$ cat src/rtl/riscv_pkg.sv
// Shared types and decode helpers for the RV32I load/store unit.
// The LSU_MISALIGN_TRAP_EN macro is consumed by riscv_lsu, not by this package.
package riscv_pkg;

  localparam logic [2:0] F3_B  = 3'b000;
  localparam logic [2:0] F3_H  = 3'b001;
  localparam logic [2:0] F3_W  = 3'b010;
  localparam logic [2:0] F3_BU = 3'b100;
  localparam logic [2:0] F3_HU = 3'b101;

  typedef enum logic [1:0] {
    IDLE = 2'd0,
    BUS  = 2'd1,
    RESP = 2'd2
  } lsu_state_t;

  typedef enum logic [1:0] {
    SZ_B = 2'd0,
    SZ_H = 2'd1,
    SZ_W = 2'd2
  } lsu_size_t;

  // Reserved funct3 codes fall through to a word access.
  function automatic lsu_size_t f3_size(input logic [2:0] f3);
    lsu_size_t sz;
    case (f3)
      F3_B, F3_BU: sz = SZ_B;
      F3_H, F3_HU: sz = SZ_H;
      default:     sz = SZ_W;
    endcase
    return sz;
  endfunction

  function automatic logic is_misaligned(input logic [2:0] f3, input logic [1:0] a);
    logic mis;
    case (f3_size(f3))
      SZ_B:    mis = 1'b0;
      SZ_H:    mis = a[0];
      default: mis = (a != 2'b00);
    endcase
    return mis;
  endfunction

endpackage

$ cat src/rtl/lsu_align.sv
// Combinational byte-lane logic: byte enables, store-data replication and
// load-lane extraction with sign/zero extension. Misaligned halves/words are truncated.
module lsu_align
  import riscv_pkg::*;
(
  input  logic [2:0]  funct3_i,
  input  logic [1:0]  addr_lo_i,
  input  logic [31:0] wdata_i,
  input  logic [31:0] rdata_i,
  output logic [3:0]  be_o,
  output logic [31:0] wdata_o,
  output logic [31:0] rdata_o
);

  lsu_size_t   size_s;
  logic [31:0] shifted_s;
  logic [7:0]  lane_b_s;
  logic [15:0] lane_h_s;

  assign size_s    = f3_size(funct3_i);
  assign shifted_s = rdata_i >> {addr_lo_i, 3'b000};
  assign lane_b_s  = shifted_s[7:0];
  assign lane_h_s  = addr_lo_i[1] ? rdata_i[31:16] : rdata_i[15:0];

  always_comb begin
    be_o    = 4'b0000;
    wdata_o = 32'h0000_0000;
    rdata_o = 32'h0000_0000;
    case (size_s)
      SZ_B: begin
        be_o    = 4'b0001 << addr_lo_i;
        wdata_o = {4{wdata_i[7:0]}};
        // funct3[2] distinguishes the unsigned variants (LBU/LHU).
        rdata_o = funct3_i[2] ? {24'h00_0000, lane_b_s} : {{24{lane_b_s[7]}}, lane_b_s};
      end
      SZ_H: begin
        be_o    = 4'b0011 << {addr_lo_i[1], 1'b0};
        wdata_o = {2{wdata_i[15:0]}};
        rdata_o = funct3_i[2] ? {16'h0000, lane_h_s} : {{16{lane_h_s[15]}}, lane_h_s};
      end
      default: begin
        be_o    = 4'b1111;
        wdata_o = wdata_i;
        rdata_o = rdata_i;
      end
    endcase
  end

endmodule

$ cat src/rtl/riscv_lsu.sv
// RV32I load/store unit: one req/ack bus transaction per request, with timeout.
// Define LSU_MISALIGN_TRAP_EN to answer misaligned half/word accesses with an error instead of truncating.
module riscv_lsu
  import riscv_pkg::*;
#(
  parameter int unsigned TIMEOUT_CYCLES = 16,
  parameter int unsigned CNT_W          = 5
) (
  input  logic        clk,
  input  logic        rst_n,
  input  logic        req_valid,
  output logic        req_ready,
  input  logic        req_we,
  input  logic [2:0]  req_funct3,
  input  logic [31:0] req_addr,
  input  logic [31:0] req_wdata,
  input  logic [4:0]  req_rd,
  output logic        mem_req,
  output logic        mem_we,
  output logic [31:0] mem_addr,
  output logic [3:0]  mem_be,
  output logic [31:0] mem_wdata,
  input  logic        mem_ack,
  input  logic [31:0] mem_rdata,
  output logic        rsp_valid,
  output logic [31:0] rsp_rdata,
  output logic [4:0]  rsp_rd,
  output logic        rsp_err
);

  lsu_state_t  state_q, state_d;
  logic [CNT_W-1:0] cnt_q, cnt_d;
  logic        we_q, we_d;
  logic [2:0]  f3_q, f3_d;
  logic [31:0] addr_q, addr_d;
  logic [31:0] wdata_q, wdata_d;
  logic [4:0]  rd_q, rd_d;
  logic        rsp_valid_q, rsp_valid_d;
  logic [31:0] rsp_rdata_q, rsp_rdata_d;
  logic [4:0]  rsp_rd_q, rsp_rd_d;
  logic        rsp_err_q, rsp_err_d;

  logic        in_bus_s;
  logic        timeout_s;
  logic        trap_s;
  logic [3:0]  be_s;
  logic [31:0] st_data_s;
  logic [31:0] ld_data_s;

  lsu_align u_align (
    .funct3_i  (f3_q),
    .addr_lo_i (addr_q[1:0]),
    .wdata_i   (wdata_q),
    .rdata_i   (mem_rdata),
    .be_o      (be_s),
    .wdata_o   (st_data_s),
    .rdata_o   (ld_data_s)
  );

`ifdef LSU_MISALIGN_TRAP_EN
  assign trap_s = is_misaligned(req_funct3, req_addr[1:0]);
`else
  assign trap_s = 1'b0;
`endif

  assign in_bus_s  = (state_q == BUS);
  assign timeout_s = (cnt_q == CNT_W'(TIMEOUT_CYCLES - 1));

  // Bus outputs decode straight from state so an async reset drops mem_req at once.
  assign req_ready = (state_q == IDLE);
  assign mem_req   = in_bus_s;
  assign mem_we    = in_bus_s ? we_q : 1'b0;
  assign mem_addr  = in_bus_s ? {addr_q[31:2], 2'b00} : 32'h0000_0000;
  assign mem_be    = in_bus_s ? be_s : 4'b0000;
  assign mem_wdata = in_bus_s ? st_data_s : 32'h0000_0000;

  assign rsp_valid = rsp_valid_q;
  assign rsp_rdata = rsp_rdata_q;
  assign rsp_rd    = rsp_rd_q;
  assign rsp_err   = rsp_err_q;

  // Next-state, request capture and response formation.
  always_comb begin
    state_d     = state_q;
    cnt_d       = cnt_q;
    we_d        = we_q;
    f3_d        = f3_q;
    addr_d      = addr_q;
    wdata_d     = wdata_q;
    rd_d        = rd_q;
    rsp_valid_d = 1'b0;
    rsp_rdata_d = rsp_rdata_q;
    rsp_rd_d    = rsp_rd_q;
    rsp_err_d   = rsp_err_q;
    case (state_q)
      IDLE: begin
        if (req_valid) begin
          we_d    = req_we;
          f3_d    = req_funct3;
          addr_d  = req_addr;
          wdata_d = req_wdata;
          rd_d    = req_rd;
          cnt_d   = {CNT_W{1'b0}};
          if (trap_s) begin
            state_d     = RESP;
            rsp_valid_d = 1'b1;
            rsp_err_d   = 1'b1;
            rsp_rdata_d = 32'h0000_0000;
            rsp_rd_d    = req_rd;
          end else begin
            state_d = BUS;
          end
        end else begin
          state_d = IDLE;
        end
      end
      BUS: begin
        cnt_d = cnt_q + {{(CNT_W-1){1'b0}}, 1'b1};
        // An ack arriving on the last allowed cycle still counts as success.
        if (mem_ack) begin
          state_d     = RESP;
          rsp_valid_d = 1'b1;
          rsp_err_d   = 1'b0;
          rsp_rdata_d = we_q ? 32'h0000_0000 : ld_data_s;
          rsp_rd_d    = rd_q;
        end else if (timeout_s) begin
          state_d     = RESP;
          rsp_valid_d = 1'b1;
          rsp_err_d   = 1'b1;
          rsp_rdata_d = 32'h0000_0000;
          rsp_rd_d    = rd_q;
        end else begin
          state_d = BUS;
        end
      end
      RESP: begin
        state_d = IDLE;
      end
      default: begin
        state_d = IDLE;
      end
    endcase
  end

  // State, request and response registers.
  always_ff @(posedge clk or negedge rst_n) begin
    if (!rst_n) begin
      state_q     <= IDLE;
      cnt_q       <= {CNT_W{1'b0}};
      we_q        <= 1'b0;
      f3_q        <= 3'b000;
      addr_q      <= 32'h0000_0000;
      wdata_q     <= 32'h0000_0000;
      rd_q        <= 5'd0;
      rsp_valid_q <= 1'b0;
      rsp_rdata_q <= 32'h0000_0000;
      rsp_rd_q    <= 5'd0;
      rsp_err_q   <= 1'b0;
    end else begin
      state_q     <= state_d;
      cnt_q       <= cnt_d;
      we_q        <= we_d;
      f3_q        <= f3_d;
      addr_q      <= addr_d;
      wdata_q     <= wdata_d;
      rd_q        <= rd_d;
      rsp_valid_q <= rsp_valid_d;
      rsp_rdata_q <= rsp_rdata_d;
      rsp_rd_q    <= rsp_rd_d;
      rsp_err_q   <= rsp_err_d;
    end
  end

endmodule

$ cat config.mk
export PLATFORM = sky130hd
export DESIGN_NAME = riscv_lsu
export DESIGN_NICKNAME = d
export VERILOG_FILES = /design/src/rtl/riscv_pkg.sv /design/src/rtl/lsu_align.sv /design/src/rtl/riscv_lsu.sv
export SDC_FILE = /design/constraint.sdc
export NUM_CORES = 1
export LEC_CHECK = 0
export CAP_MARGIN = 20
export CORE_MARGIN = 2
export CORE_UTILIZATION = 48
export CTS_CLUSTER_SIZE = 25
export DETAILED_ROUTE_END_ITERATION = 7
export PLACE_DENSITY = 0.86
export SETUP_SLACK_MARGIN = 0.5
export SYNTH_ARGS = -nofsm -noshare
export SYNTH_HDL_FRONTEND = slang
export SYNTH_SLANG_ARGS = --single-unit
$ cat constraint.sdc
create_clock -name clk -period 5.1 [get_ports clk]
set_input_delay 0.765 -clock clk [delete_from_list [all_inputs] [get_ports clk]]
set_output_delay 0.765 -clock clk [all_outputs]
set_load 0.03 [all_outputs]
# Word level (Yosys, flattened, before mapping)
# Index checks and enable logic that the tools add are counted.
# totals
regBits	119
in_bits	109
out_inout_bits	110
# classes
addsub	1
n_eq_ne	7
shift	3
n_mux	27
n_reduce_logical	10
# ops
operator	n
2-to-1 mux 32 bit	7
one-hot mux 32 bit (2 select lines)	2
right shift 32 x 5 -> 8 bit	1
2-to-1 mux 16 bit	1
2-to-1 mux 5 bit	3
one-hot mux 5 bit (2 select lines)	1
one-hot mux 2 bit (2 select lines)	2
one-hot mux 4 bit (2 select lines)	1
2-to-1 mux 1 bit	7
equality test 3 bit, second input constant	2
AND reduction 2 bit	3
adder 5 x 1 -> 5 bit, second input constant	1
equality test 5 x 4 -> 1 bit, second input constant	1
equality test 2 x 1 -> 1 bit, second input constant	2
logical NOT 2 bit	2
2-to-1 mux 2 bit	2
2-to-1 mux 4 bit	1
nonzero test 2 bit	2
OR reduction 2 bit	2
left shift 1 x 2 -> 4 bit, first input constant	1
left shift 2 x 2 -> 4 bit, first input constant	1
equality test 3 x 1 -> 1 bit, second input constant	1
logical NOT 3 bit	1
inequality test 2 bit, second input constant	1

# Depth between registers and ports, before layout
# logic_depth
depth_word	7
depth_mapped	8
depth_no_buf	7

# By module
# A second synthesis with hierarchy kept.
# hier_totals
hier_cells	613
area_unflattened_um2	6286.0
# by_module_without_submodules
module	instances	cells_per_inst	area_per_inst_um2	seq_area_each_um2
riscv_lsu	1	427	5073.6	2977.9
lsu_align	1	186	1212.4	0.0

# Least setup slack after synthesis
# Ideal clock, no wire load.
# synth_path
kind	register to output
startpoint	register f3_q[0]
endpoint	output port mem_wdata[10]
arrival_time_ns	1.752
required_time_ns	4.335
setup_slack_ns	2.583
path_stages_with_launch	6
path_cell_list	dfrtp_1 > buf_2 > clkbuf_1 > nor2_1 > nand2_1 > a21oi_1
# synth_via
elab_chain_len	6
# synth_rtl
item	line_no	text
start, declared	riscv_lsu.sv:34	logic [2:0] f3_q, f3_d;
start signal, assigned	riscv_lsu.sv:151	f3_q <= 3'b000;
start signal, assigned	riscv_lsu.sv:163	f3_q <= f3_d;
equality test 3 x 1 -> 1 bit, or another cell as far along	riscv_pkg.sv:26	case (f3)
OR reduction 2 bit	riscv_pkg.sv:26	
one-hot mux 2 bit (2 select lines) *	riscv_pkg.sv:26	
equality test 2 x 1 -> 1 bit / logical NOT 2 bit (equally long branches)	lsu_align.sv:29	case (size_s)
one-hot mux 32 bit (2 select lines) *	lsu_align.sv:29	
2-to-1 mux 32 bit *	riscv_lsu.sv:75	assign mem_wdata = in_bus_s ? st_data_s : 32'h0000_0000;
end, declared	riscv_lsu.sv:22	output logic [31:0] mem_wdata,
# Every way passes the cells marked *; elsewhere a longest branch is shown, timed or not.

# Worst setup path in the final report
# layout_path
startpoint	register f3_q[1]
endpoint	output port mem_wdata[15]
# The elaborated chain is that of the path after synthesis.

==> impl_metrics.json <==
{
  "run_status": "finished clean",
  "most_used_cells_in_the_layout_excluding_fill_and_tap_cells": "267 x nand2_1, 215 x clkdlybuf4s50_1, 119 x dfrtp_1",
  "num-fill-cells": 910,
  "synth-warning-count": 0,
  "final_min_period_over_clock_period_pct": 76.2,
  "report.final.hold_viol_count": 0,
  "floorplan.initialDensity_pct": 49.0,
  "gp_routability_congestion": 0.861,
  "via_count": 5536,
  "fin_tns_setup_ps": 0,
  "worstPathBufferInverterCount": 3,
  "path_common_cell": "nand2_1",
  "fp.dieArea_sq_mm": 0.0132,
  "finalWorstPathRequiredPeriod_ps": 3890,
  "ff_latch_area_sq_mm": 0.00298,
  "async_reset_ff_share_pct": 100,
  "drc_errors": 0,
  "synth_largest_area_cell": "dfrtp_1",
  "yosys_register_bits": 119,
  "count_of_max_cap_constraint_violations": 0,
  "path_delay_family": "buffers and inverters",
  "clk_sink_count": 119,
  "cts_made_buffers": 17,
  "setup_violating_endpoint_count_in_the_final_report": 0,
  "die_h_microns": 115,
  "drive_above_1_share_pct": 6.55,
  "grt_max_degree": 76,
  "cpMaxStageDelayCell": "clkdlybuf4s50_1",
  "cts-root-buf": "clkbuf_16",
  "tightest_slew_ps": 998,
  "clock_insertion_delay_worst_skew_ps": 410,
  "synth_area_leaders": "dfrtp_1 51%, nand2_1 17%, and2_1 4.2%",
  "cts.path.max_buffers": 2,
  "ys.flop_type": "dfrtp_1",
  "grt_remaining_overflow": 0,
  "num_antenna_cells": 0,
  "grt_first_pass_wirelength_microns": 27400,
  "num_rows": 40,
  "slew_viol_final": 0,
  "worst_path_fanout_max": 35,
  "drt-total-wl_microns": 17300,
  "io_buffer_count": 216,
  "quantity_of_gates_resized_following_cts": 0,
  "count_of_flip_flops_with_a_built_in_enable_after_synthesis": 0,
  "antenna_left": 0,
  "grt_usage_pct": 26.7,
  "layout_commonest_cell": "nand2_1",
  "avgSynthCellArea_sq_um": 8.70,
  "clk_transition_reported_paths_ps": 50,
  "class_of_the_tightest_hold_or_removal_check": "reg -> reg",
  "routed_via_density": 5.36,
  "cellPowerDensity_mw_per_mm2": 603,
  "dp_hpwl_microns": 11700,
  "reg2reg_depth": 6,
  "crit_path_start_kind": "flip-flop",
  "vdd_ir_drop_max_uv": 266,
  "tritoncts": "done",
  "cts_hold_buffers": 0,
  "drt_first_iter_violations": 599,
  "layout-area-overhead-vs-synth_pct": 47.5,
  "antenna_found_initial": 0,
  "die-width_microns": 115,
  "yosys.area.top_type_share_pct": 50.6,
  "seq_area_frac_synth_pct": 50.6,
  "post_synth_instance_area_sq_mm": 0.00589,
  "hold_path_depth": 2,
  "total_leakage_power_nw": 4.04,
  "vias_in_the_first_global_route": 5398,
  "core_sq_mm": 0.0120,
  "cts.repair_timing.setup_buffer_count": 0,
  "setup.worst_path.class": "reg -> out",
  "max-slew-margin-rel_pct": 33.5,
  "rsz0062_at_grt": "false",
  "synth.lib_cells_used.distinct": 42,
  "timing.critical_path.cells": "buf_4 > inv_1 > nand2_1 > nand2_1 > a21oi_1 > clkdlybuf4s50_1",
  "ctsHtreeMaxLevel": 4,
  "detailedRoute.firstPassIterationCount": 4,
  "area_used_by_multi_input_combinational_logic_sq_mm": 0.00263,
  "worstSetupPathDepth": 6,
  "worstSetupEndpointType": "output port",
  "wire_per_inst_microns": 16.7,
  "nets": 983,
  "finalPower_mw": 5.24,
  "postSynthCellCount": 677,
  "maxClockFrequency_mhz": 257,
  "worst_clock_skew_ps": 5.59,
  "slowest_delay_ps": 710,
  "top_level_ports": 219,
  "worst-endpoint-arrival_ps": 3120,
  "critical_path_required_ps": 4340
}
==> logic make-up (layout without fill, tap and decap cells) <==
| kind of cell | Yosys count | count (layout) | synth area share, % |
|---|---|---|---|
| multiplexers | 26 | 26 | 6.03 |
| buffers and inverters | 68 | 275 | 5.12 |
| adder cells (fa/ha/maj) | 2 | 2 | 0.425 |
| other | 1 | 2 | 0.0637 |
| AO/OA/AOI/OAI | 89 | 89 | 11.2 |
| AND/OR/NAND/NOR | 372 | 372 | 26.6 |
| flip-flops | 119 | 119 | 50.6 |
==> synth_stat cells, types with 2 or more instances <==
| library cell | number |
|---|---|
| clkbuf_1 | 32 |
| clkinv_1 | 2 |
| mux2i_1 | 16 |
| o22a_1 | 7 |
| buf_4 | 2 |
| nand3b_1 | 2 |
| nand3_1 | 9 |
| mux2_2 | 2 |
| a21oi_1 | 22 |
| and2_1 | 40 |
| nand4_1 | 3 |
| o22ai_1 | 6 |
| nand2_1 | 268 |
| ha_1 | 2 |
| inv_1 | 16 |
| buf_2 | 13 |
| o21ai_0 | 17 |
| a32oi_1 | 7 |
| mux4_2 | 7 |
| dfrtp_1 | 119 |
| buf_6 | 3 |
| nor2_1 | 41 |
| a221o_1 | 16 |
| o221ai_1 | 7 |
==> report_power, final <==
| group | internal, mW | leakage, nW | switching, mW |
|---|---|---|---|
| sequential | 1.33 | 1.50 | 0.288 |
| combinational | 1.01 | 2.25 | 1.43 |
| clock | 0.775 | 0.287 | 0.409 |
==> worst paths after layout <==
path	startpoint	end	slack, ps
worst min register to register	rd_q[2]	rsp_rd[2]	460
worst max-delay path	f3_q[1]	mem_wdata[15]	1210
worst max register to register	state_q[1]	rsp_rdata[16]	2360
min in group asynchronous	rst_n	rsp_rdata[16]	470
max in group asynchronous	rst_n	addr_q[21]	3460
worst min-delay path	rd_q[2]	rsp_rd[2]	460
==> metal layers <==
| layer | up-vias | track usage, % | part of all wire, % |
|---|---|---|---|
| met2 | 236 | 43.0 | 47 |
| li1 | 2623 | - | - |
| met3 | 32 | 7.01 | 7.7 |
| met4 | 0 | 10.8 | 2.8 |
| met1 | 2645 | 34.8 | 43 |
| met5 | - | 0 | 0 |
==> flip-flops by register name (all words and copies together) (netlist names), 2 cells and up <==
signal and cells:
f3_q 3, addr_q 32, rsp_rd 5, state_q 2, cnt_q 5, wdata_q 32, rd_q 5, rsp_rdata 32
==> tightest hold or removal path, stage by stage, from the launching register on <==
cell and delay, ps:
dfrtp_1 340, nand2_1 50, nand2_1 50
==> area by class of cell <==
| type | count | area share [%] |
|---|---|---|
| inverter | 18 | 0.777 |
| clock buffer | 22 | 5.23 |
| sequential | 119 | 34.3 |
| timing repair buffer | 225 | 25.9 |
| clock inverter | 10 | 1.47 |
| multi-input combinational | 491 | 30.3 |
| tap | 147 | 2.12 |
==> metrics by stage <==
| stage | util [%] | instances | worst slack [ps] | hold WS, ps | cell area [sq um] |
|---|---|---|---|---|---|
| 6_report | 72.4 | 1032 | 1210 | 461 | 8690 |
| 4_1_cts | 72.1 | 1031 | 938 | 460 | 8660 |
| 2_1_floorplan | - | 678 | 2580 | 437 | 5890 |
| 3_3_place_gp | 67.3 | 999 | 1530 | 445 | 8080 |
| 3_5_place_dp | 67.3 | 999 | 1370 | 448 | 8080 |
| 5_1_grt | 72.4 | 1032 | 1040 | 473 | 8690 |
No activity file was read; power rests on OpenSTA's default activity.
